`config.mk`:
```
export PLATFORM = sky130hd
export DESIGN_NAME = alu_seq_arbiter
export DESIGN_NICKNAME = d
export VERILOG_FILES = /design/src/rtl/alu_seq_arbiter.sv
export SDC_FILE = /design/constraint.sdc
export NUM_CORES = 1
export LEC_CHECK = 0
export ABC_AREA = 1
export CAP_MARGIN = 20
export CORE_ASPECT_RATIO = 0.5
export CORE_MARGIN = 2
export CORE_UTILIZATION = 35
export CTS_BUF_LIST = sky130_fd_sc_hd__clkbuf_16
export DETAILED_ROUTE_END_ITERATION = 6
export PLACE_DENSITY = 0.75
export SYNTH_ARGS = -nofsm -noshare
export SYNTH_HDL_FRONTEND = slang
export SYNTH_SLANG_ARGS = --single-unit
```
`constraint.sdc`:
```
create_clock -name clk -period 4.96 [get_ports clk]
set_input_delay 0.496 -clock clk [delete_from_list [all_inputs] [get_ports clk]]
set_output_delay 0.496 -clock clk [all_outputs]
set_load 0.03 [all_outputs]
```
`src/rtl/alu_seq_arbiter.sv`:
```
// Round-robin arbiter sharing one start/done sequential ALU between two requesters.
// Optional WAIT watchdog enabled by defining ALU_ARB_TIMEOUT_EN.
module alu_seq_arbiter #(
  parameter int DW             = 32,
  parameter int CW             = 5,
  parameter int TIMEOUT_CYCLES = 64
) (
  input  logic          clk,
  input  logic          rst,
  input  logic          req0_valid,
  output logic          req0_ready,
  input  logic [DW-1:0] req0_a,
  input  logic [DW-1:0] req0_b,
  input  logic [CW-1:0] req0_ctrl,
  input  logic          req1_valid,
  output logic          req1_ready,
  input  logic [DW-1:0] req1_a,
  input  logic [DW-1:0] req1_b,
  input  logic [CW-1:0] req1_ctrl,
  output logic          unit_start,
  output logic [DW-1:0] unit_a,
  output logic [DW-1:0] unit_b,
  output logic [CW-1:0] unit_ctrl,
  input  logic          unit_done,
  input  logic [DW-1:0] unit_result,
  output logic          rsp_valid,
  input  logic          rsp_ready,
  output logic          rsp_id,
  output logic [DW-1:0] rsp_data,
  output logic          rsp_err
);

  localparam logic [1:0] S_IDLE  = 2'd0;
  localparam logic [1:0] S_ISSUE = 2'd1;
  localparam logic [1:0] S_WAIT  = 2'd2;
  localparam logic [1:0] S_RESP  = 2'd3;

  logic [1:0]    r_state;
  logic          r_last_grant;
  logic          r_rsp_id;
  logic          r_rsp_err;
  logic [DW-1:0] r_unit_a;
  logic [DW-1:0] r_unit_b;
  logic [CW-1:0] r_unit_ctrl;
  logic [DW-1:0] r_rsp_data;

  logic w_grant;
  logic w_idle;
  logic w_accept;
  logic w_timeout;

  // On a tie the requester that did not win last time is granted.
  always_comb begin
    w_grant = req1_valid;
    if (req0_valid && req1_valid) w_grant = ~r_last_grant;
  end

  // Readies are gated by rst so they read 0 while reset is held.
  assign w_idle     = (r_state == S_IDLE) && !rst;
  assign w_accept   = w_idle && (req0_valid || req1_valid);
  assign req0_ready = w_idle && req0_valid && !w_grant;
  assign req1_ready = w_idle && req1_valid && w_grant;

`ifdef ALU_ARB_TIMEOUT_EN
  localparam int TW = $clog2(TIMEOUT_CYCLES + 1);
  logic [TW-1:0] r_wait_cnt;

  always_ff @(posedge clk or posedge rst) begin
    if (rst) begin
      r_wait_cnt <= '0;
    end else if (r_state == S_ISSUE) begin
      r_wait_cnt <= '0;
    end else if (r_state == S_WAIT) begin
      r_wait_cnt <= r_wait_cnt + 1'b1;
    end
  end

  // Fires in the last permitted WAIT cycle; unit_done in that cycle still wins.
  assign w_timeout = (r_state == S_WAIT) && (r_wait_cnt == TW'(TIMEOUT_CYCLES - 1));
`else
  // Watchdog compiled out: the comparison is never true.
  assign w_timeout = (TIMEOUT_CYCLES < 0);
`endif

  always_ff @(posedge clk or posedge rst) begin
    if (rst) begin
      r_state      <= S_IDLE;
      r_last_grant <= 1'b1;
      r_rsp_id     <= 1'b0;
      r_rsp_err    <= 1'b0;
      r_unit_a     <= '0;
      r_unit_b     <= '0;
      r_unit_ctrl  <= '0;
      r_rsp_data   <= '0;
    end else begin
      case (r_state)
        S_IDLE: begin
          if (w_accept) begin
            r_unit_a     <= w_grant ? req1_a    : req0_a;
            r_unit_b     <= w_grant ? req1_b    : req0_b;
            r_unit_ctrl  <= w_grant ? req1_ctrl : req0_ctrl;
            r_rsp_id     <= w_grant;
            r_last_grant <= w_grant;
            r_state      <= S_ISSUE;
          end
        end
        S_ISSUE: r_state <= S_WAIT;
        S_WAIT: begin
          if (unit_done) begin
            r_rsp_data <= unit_result;
            r_rsp_err  <= 1'b0;
            r_state    <= S_RESP;
          end else if (w_timeout) begin
            r_rsp_data <= '0;
            r_rsp_err  <= 1'b1;
            r_state    <= S_RESP;
          end
        end
        S_RESP: begin
          if (rsp_ready) r_state <= S_IDLE;
        end
        default: r_state <= S_IDLE;
      endcase
    end
  end

  assign unit_start = (r_state == S_ISSUE);
  assign unit_a     = r_unit_a;
  assign unit_b     = r_unit_b;
  assign unit_ctrl  = r_unit_ctrl;
  assign rsp_valid  = (r_state == S_RESP);
  assign rsp_id     = r_rsp_id;
  assign rsp_data   = r_rsp_data;
  assign rsp_err    = r_rsp_err;

endmodule

```
== Word-level counts from Yosys, hierarchy flattened ==
Index checks and enable logic that the tools add are counted.
Widths: inputs -> output; s select.

* Register bits: 105
* Bits of input ports: 176
* Output and inout bits: 107
* Word-level logic and storage cells: 36

* Equal/unequal tests: 6
* Muxes and demuxes: 8
* Bitwise operators: 1
* Reduce and logical (&&, ||, !) cells: 14

{| class="wikitable"
|+ Operator list
! cell !! number
|-
| $mux 32 || 2
|-
| $pmux 2 s4 || 1
|-
| $logic_and 1x1->1 || 7
|-
| $mux 2 || 3
|-
| $mux 5 || 1
|-
| $eq 2x2->1 const B || 2
|-
| $ne 2x2->1 const B || 2
|-
| $reduce_and 2->1 || 2
|-
| $reduce_and 3->1 || 1
|-
| $eq 2x1->1 const B || 1
|-
| $logic_not 1->1 || 2
|-
| $logic_not 2->1 || 1
|-
| $ne 2x1->1 const B || 1
|-
| $logic_or 1x1->1 || 1
|-
| $mux 1 || 1
|-
| $not 1->1 || 1
|}

== Longest topological paths before layout ==
* Depth after elaboration: 5
* Mapped depth: 8
* Gate-level depth less buffers: 8

== Least setup slack after synthesis ==
OpenSTA, ideal clock, no wires.

* Path kind: input-to-output
* Start: input rst
* End: output req1_ready
* Data arrival time: 2710 ps
* Data required time: 4464 ps
* Slack: 1754 ps
* Stages on the path: 6
* Buffers on the path: 1
* Cells stage by stage: inv_2 -> nand2_1 -> nor2_4 -> buf_2 -> nand2_1 -> inv_1

* Cells in the longest elaborated chain, start to end: 4

{| class="wikitable"
|+ RTL lines
! what !! RTL line !! text
|-
| start: declaration || 9 || <nowiki>input logic rst,</nowiki>
|-
| $logic_not 1->1 (no source line) || -- ||
|-
| $logic_and 1x1->1 || 59 || <nowiki>assign w_idle = (r_state == S_IDLE) && !rst;</nowiki>
|-
| $logic_and 1x1->1 (2 in a row) || 62 || <nowiki>assign req1_ready = w_idle && req1_valid && w_grant;</nowiki>
|-
| end: declaration || 16 || <nowiki>output logic req1_ready,</nowiki>
|}

No other way between the ends.

== Worst setup path in the final report ==
* Start: input req0_valid
* End: output req1_ready

* Cells in the longest elaborated chain, start to end: 3

{| class="wikitable"
|+ RTL lines
! what !! RTL line !! text
|-
| start: declaration || 10 || <nowiki>input logic req0_valid,</nowiki>
|-
| $logic_and 1x1->1 || 55 || <nowiki>if (req0_valid && req1_valid) w_grant = ~r_last_grant;</nowiki>
|-
| $mux 1 || 55 ||
|-
| $logic_and 1x1->1 || 62 ||
|}

No other way between the ends.

==> results.py <==
metrics = {
    "run_status": {
        "status": "finished, final reports clean",
    },
    "critical_path": {
        "path_depth": 8,
        "cp-end-kind": "output port",
        "cp_cell_sequence": "clkdlybuf4s50_1 > nand2_1 > nand2_2 > inv_2 > buf_4 > nand2_1 > inv_1 > clkdlybuf4s50_1",
        "cp_num_buf_inv": 5,
        "worstRegToRegCells": 9,
        "worstPathMaxFanout": 70,
        "worstPathArrival_ps": 2690,
        "worst_setup_path_start_kind": "primary input",
        "cp.required_ps": 4460,
        "crit_type": "primary input to output port",
        "cpPeakStageDelay_ps": 670,
        "crit_path_top_delay_cell": "clkdlybuf4s50_1",
        "cp_top_family": "buffers and inverters",
    },
    "die": {
        "fp.dieArea_um2": 15200,
        "design.core.area_um2": 13700,
        "die_h_um": 88.1,
        "dieWidth_um": 172,
        "io_pins": 283,
        "rows": 30,
        "start_util_pct": 36.2,
    },
    "detailed_routing": {
        "ant_nets": 0,
        "dr.pass1.iters": 4,
        "via_count": 4811,
        "wl_um": 14800,
        "post_drt_wl_per_cell_um": 13.7,
        "route.detailed.drc": 0,
        "drt_iter0_markers": 205,
        "via_per_inst": 4.43,
    },
    "global_route": {
        "grt.total_usage_pct": 19.2,
        "grt_pass1_wl_um": 22900,
        "grt_overflow": 0,
        "grt_pass1_vias": 4664,
        "grt_max_degree": 71,
        "grt_antenna_before_repair": 0,
    },
    "clock_network": {
        "postCtsResizedCells": 0,
        "cts-buffers-inserted": 9,
        "postCtsSetupBuffers": 0,
        "clock-sinks": 105,
        "hold_buffers": 0,
        "htreeDepth": 3,
        "cts_buffer_depth": 2,
        "clk_pin_slew_worst_paths_ps": 70,
        "clkLatencyLatePin_ps": 330,
        "root_buffer": "clkbuf_16",
        "cts_tree": "done",
    },
    "timing": {
        "fin_worst_skew_ps": 7.46,
        "whs_ps": 473,
        "finalHoldViolCount": 0,
        "finalWorstSetupSlack_ps": 1780,
        "slew_viol_final": 0,
        "rsz0062_at_grt": "no",
        "tns_ps": 0,
        "fmax_ghz": 0.314,
        "max-slew-margin-rel_pct": 49.3,
        "worstMarginPinSlew_ps": 761,
        "setup_viol": 0,
        "final_min_period_over_clock_period_pct": 64.2,
        "fin_crit_ps": 3180,
    },
    "cells_and_area": {
        "final_cells": 1085,
        "drive_gt1_share_pct": 6.83,
        "fin_nets": 1069,
        "antenna_cells": 0,
        "synthToLayoutAreaGrowth_pct": 64.2,
    },
    "power": {
        "p_leak_uw": 0.00402,
        "powerDensity_nw_per_um2": 581,
        "ir_worst_vdd_v": 0.000299,
        "power.total_uw": 4730,
    },
    "synth": {
        "synth_cell_types": 18,
        "ys_ff_latch": 105,
        "syn_inst": 623,
        "synth.area.mux_share_pct": 7.27,
        "synth.cell_area_um2": 4960,
        "yosysWarnings": 0,
        "synthAdderAreaFrac_pct": 1.01,
        "syn_nets": 803,
        "yosysSeqAreaShare_pct": 53.0,
        "synth_top_family_by_area": "simple AND/OR/NAND/NOR gates",
        "yosys.area_share.simple_pct": 33.5,
        "synth-compound-area-share_pct": 0.151,
        "avgSynthCellArea_um2": 7.96,
        "synth_xor_area_share_pct": 0,
    },
    "min_path": {
        "hold_depth": 2,
        "min_path_type": "flop to flop",
    },
    "place": {
        "place_inst": 1070,
        "place.gp.congestion": 0.794,
        "io_buffer_count": 281,
        "dp_slack_ps": 1520,
        "hpwlAfterDp_um": 11100,
    },
    "job": {
        "drv_cap": 0,
    },
}
-- layout by cell type (no fill, tap or decap), types with 2 or more instances in the layout --
| cell type | count |
|---|---|
| nand2_1 | 431 |
| ha_1 | 4 |
| clkdlybuf4s50_1 | 281 |
| nand3_1 | 2 |
| buf_4 | 5 |
| inv_6 | 4 |
| dfrtp_1 | 104 |
| inv_1 | 7 |
| inv_2 | 2 |
| clkinvlp_4 | 2 |
| mux2_2 | 32 |
| clkbuf_16 | 9 |
-- cells by family (layout without fill, tap and decap cells) --
family	after synthesis	count (layout)
flops	105	105
mux	32	32
simple gates	438	438
compound gates	1	1
other cells	1	1
buf+inv	42	312
fa+ha+maj	4	4
-- through the flow --
stage                     util (%)  instance area, um2
final                         59.4                8140
after floorplan                  -                4960
after global placement        57.2                7840
after CTS                     59.4                8140
after detailed placement      57.4                7860
after global routing          59.4                8140
-- worst reg2reg max path: stages, from the launching register on --
cell and delay [ps]:
dfrtp_1 410, inv_1 90, ha_1 210, nand2_1 120
nor2_4 130, buf_4 590, inv_2 440, buf_12 300
nand2_1 110, nand2_1 50
-- Yosys cell counts (all sizes together) --
master / number / area (um2)
conb: 1 / 3.75
nor2: 3 / 21.3
dfrtp: 104 / 2600
mux2: 32 / 360
dfstp: 1 / 26.3
nand2: 432 / 1620
inv: 10 / 37.5
or2: 1 / 6.26
o21bai: 1 / 7.51
ha: 4 / 50.1
buf: 32 / 206
nand3: 2 / 10.0
-- flip-flops by register name, indices dropped and copies added, names as in the netlist --
name          count
unit_b           32
r_last_grant      1
unit_ctrl         5
rsp_id            1
rsp_data         32
unit_a           32
r_state           2
-- metal layers --
metal	vias to the layer above	GRT usage [%]	wire length (um)
met3	17	4.38	812
met5	-	0	0
met2	115	36.4	7900
li1	2407	-	-
met1	2272	22.3	5880
met4	0	4.97	254
-- power breakdown --
group / internal [uW] / switching [uW] / total (uW)
Combinational: 1100 / 1500 / 2600
Clock: 345 / 320 / 666
Sequential: 1260 / 208 / 1460
Total: 2710 / 2030 / 4730
-- area by class of cell --
cell class / count / area (um2)
fillers: 1190 / 5560
repair buffers: 287 / 2870
flip-flops and latches: 105 / 2630
multi-input cells: 476 / 2080
well taps: 192 / 240
clock buffers: 9 / 225
clock inverters: 6 / 50.0
inverters: 10 / 40.0
-- worst paths after layout --
kind,slack [ps],end,start
max reg2reg,2380,unit_b[26],r_state[0]
max,1780,req1_ready,req0_valid
min,470,r_last_grant,r_last_grant
min in group asynchronous,600,r_state[1],rst
min reg2reg,470,r_last_grant,r_last_grant
max in group asynchronous,3200,unit_b[25],rst
(Power assumes the default switching activity.)
==> RTL change (same settings) <==
Add a define of `ALU_ARB_TIMEOUT_EN`.
--- a/src/rtl/alu_seq_arbiter.sv
+++ b/src/rtl/alu_seq_arbiter.sv
@@ -2,2 +2,4 @@
 // Optional WAIT watchdog enabled by defining ALU_ARB_TIMEOUT_EN.
+`define ALU_ARB_TIMEOUT_EN
+
 module alu_seq_arbiter #(
Behaviour: no difference found for any inputs over 10 cycles, from zero or initial values and one cycle with rst high; that may be too few to reach the edited logic, so the function may still have changed.
==> RTL change against the original RTL <==
- die area grew 12%
- global-route usage grew 0.98 points
- wire length grew 15%
- largest power group unchanged
- setup slack gained 0.15 ns
- sequential cell count grew 8
- sequential power grew 10%
- area after synthesis grew 13%
- power grew 26%
- final area grew 12%
- sequential share of layout area shrank 1.2 points
==> RTL change: results (changes against the original RTL) <==
[cts]
path_clk_slew_ns = 0.05  ; was 0.07 ns
clock_latency_ns = 0.40  ; was 0.33 ns
cts_buffers = 17  ; was 9
cts_setup_buffers = 0  ; unchanged
cts_htree_levels = 4  ; was 3

[placement]
io_buffers = 282  ; was 281
dpl.hpwl_mm = 12.1  ; was 11.1 mm
routabilityCongestion = 0.832  ; was 0.794

[routing]
first_iter_violations = 249  ; was 205
avgRoutedWirePerCell_um = 15.6  ; was 13.7 um
met1Wirelength_mm = 7.09  ; was 5.88 mm
dr_wl_met3_um = 719  ; was 812 um
finalWirelength_mm = 17.1  ; was 14.8 mm
vias = 5204  ; was 4811
drtPass1Iterations = 4  ; unchanged
drc = 0  ; unchanged
maxUsedRoutingLayer = met4  ; unchanged
wl_met2_mm = 8.68  ; was 7.90 mm

[worst_setup_path]
crit_required_ns = 4.46  ; about the same
crit_fanout = 67  ; was 70
cpLargestDelayFamily = buffers and inverters  ; unchanged
max_stage_delay_ns = 0.63  ; was 0.67 ns

[global_route]
grt_pass1_wl_mm = 27.1  ; was 22.9 mm
antenna_found_initial = 0  ; unchanged
grt.met3_usage_pct = 3.43  ; was 4.38%
grtUsageTotal_pct = 20.2  ; was 19.2%
grt-ovfl-total = 0  ; unchanged
met2_usage_pct = 35.5  ; was 36.4%
grt_max_degree = 84  ; was 71
use_met1_pct = 24.8  ; was 22.3%

[final_layout]
drive_above_1_share_pct = 12.3  ; was 6.83%
final_nets = 1058  ; was 1069

[sta]
max_slew_margin_pct = 50.3  ; was 49.3%
drv_slew = 0  ; unchanged
fin_worst_skew_ns = 0.00942  ; was 0.00746 ns

[worst_hold_path]
min_path_type = reg -> reg  ; unchanged

[synthesis]
netlist_top_cells_area = dfrtp_1 (50%), a31oi_2 (13%), nand2_1 (13%)  ; was dfrtp_1 (53%), nand2_1 (33%), mux2_2 (7.3%)
seq_area_frac_synth_pct = 50.6  ; was 53.0%
synth_common_cells = nand2_1 (193), dfrtp_1 (112), nor2_1 (79)  ; was nand2_1 (431), dfrtp_1 (104), mux2_2 (32)
synth-warning-count = 0  ; unchanged
synthAdderAreaFrac_pct = 1.34  ; was 1.01%
async_flop_share_pct = 100  ; unchanged
synth_compound_area_share_pct = 15.3  ; was 0.151%
synth_cells = 609  ; was 623
ys_types = 26  ; was 18
synthMuxAreaShare_pct = 0.179  ; was 7.27%
synth_nets = 791  ; was 803

[pwr]
p_leak_nw = 3.83  ; was 4.02 nW
vdd_drop_max_uv = 294  ; was 299 uV

[run_status]
status = complete, no violations  ; unchanged

-- RTL change: cell types whose count changed after synthesis, moves of 4 or more --
cell,before,now
a31oi_2,0,60
nor3_1,0,4
dfrtp_1,104,112
nand2_1,431,193
mux2_2,32,0
clkbuf_1,0,18
inv_1,7,16
buf_12,0,7
a31oi_1,0,9
nor2_1,1,79
a21oi_1,0,5
buf_2,24,8
nand3_1,2,68
-- RTL change: cell families after synthesis --
group,count (synthesis)
AOI/OAI and AO/OA,78
adders and majority gates,6
buffers and inverters,61
DFF,113
muxes,1
and+or+nand+nor,350
-- RTL change: layout make-up --
cell class              instances  area [um2]
fillers                      1334        6400
repair buffers                291        2930
flip-flops and latches        113        2830
multi-input cells             435        2360
clock buffers                  17         425
well taps                     204         255
clock inverters                15         215
inverters                      18        72.6
-- RTL change: worst paths after layout --
check | from | to | slack [ns] | depth (start not counted)
min in group asynchronous | rst | unit_b[1] | 0.50 | 2
worst max register to register | r_state[1] | unit_a[11] | 2.44 | 9
max in group asynchronous | rst | r_last_grant | 3.45 | 4
worst max-delay path | req0_valid | req1_ready | 1.93 | 6
worst min-delay path | r_last_grant | r_last_grant | 0.48 | 2
worst min register to register | r_last_grant | r_last_grant | 0.48 | 2
-- RTL change: power by group --
part / internal, mW / switching (mW)
Combinational: 1.25 / 1.76
Clock: 0.888 / 0.436
Sequential: 1.36 / 0.250
Total: 3.50 / 2.44
-- RTL change: through the flow --
step                      power, mW  hold slack [ns]  instance area [um2]  worst slack (ns)
after global placement         4.57            0.469                 8390              1.98
after floorplan                3.46            0.448                 5590             0.601
after global routing           6.29            0.510                 9090              1.82
after detailed placement       4.65            0.475                 8420              1.94
final                          5.95            0.480                 9090              1.93
after CTS                      6.01            0.484                 9060              1.92
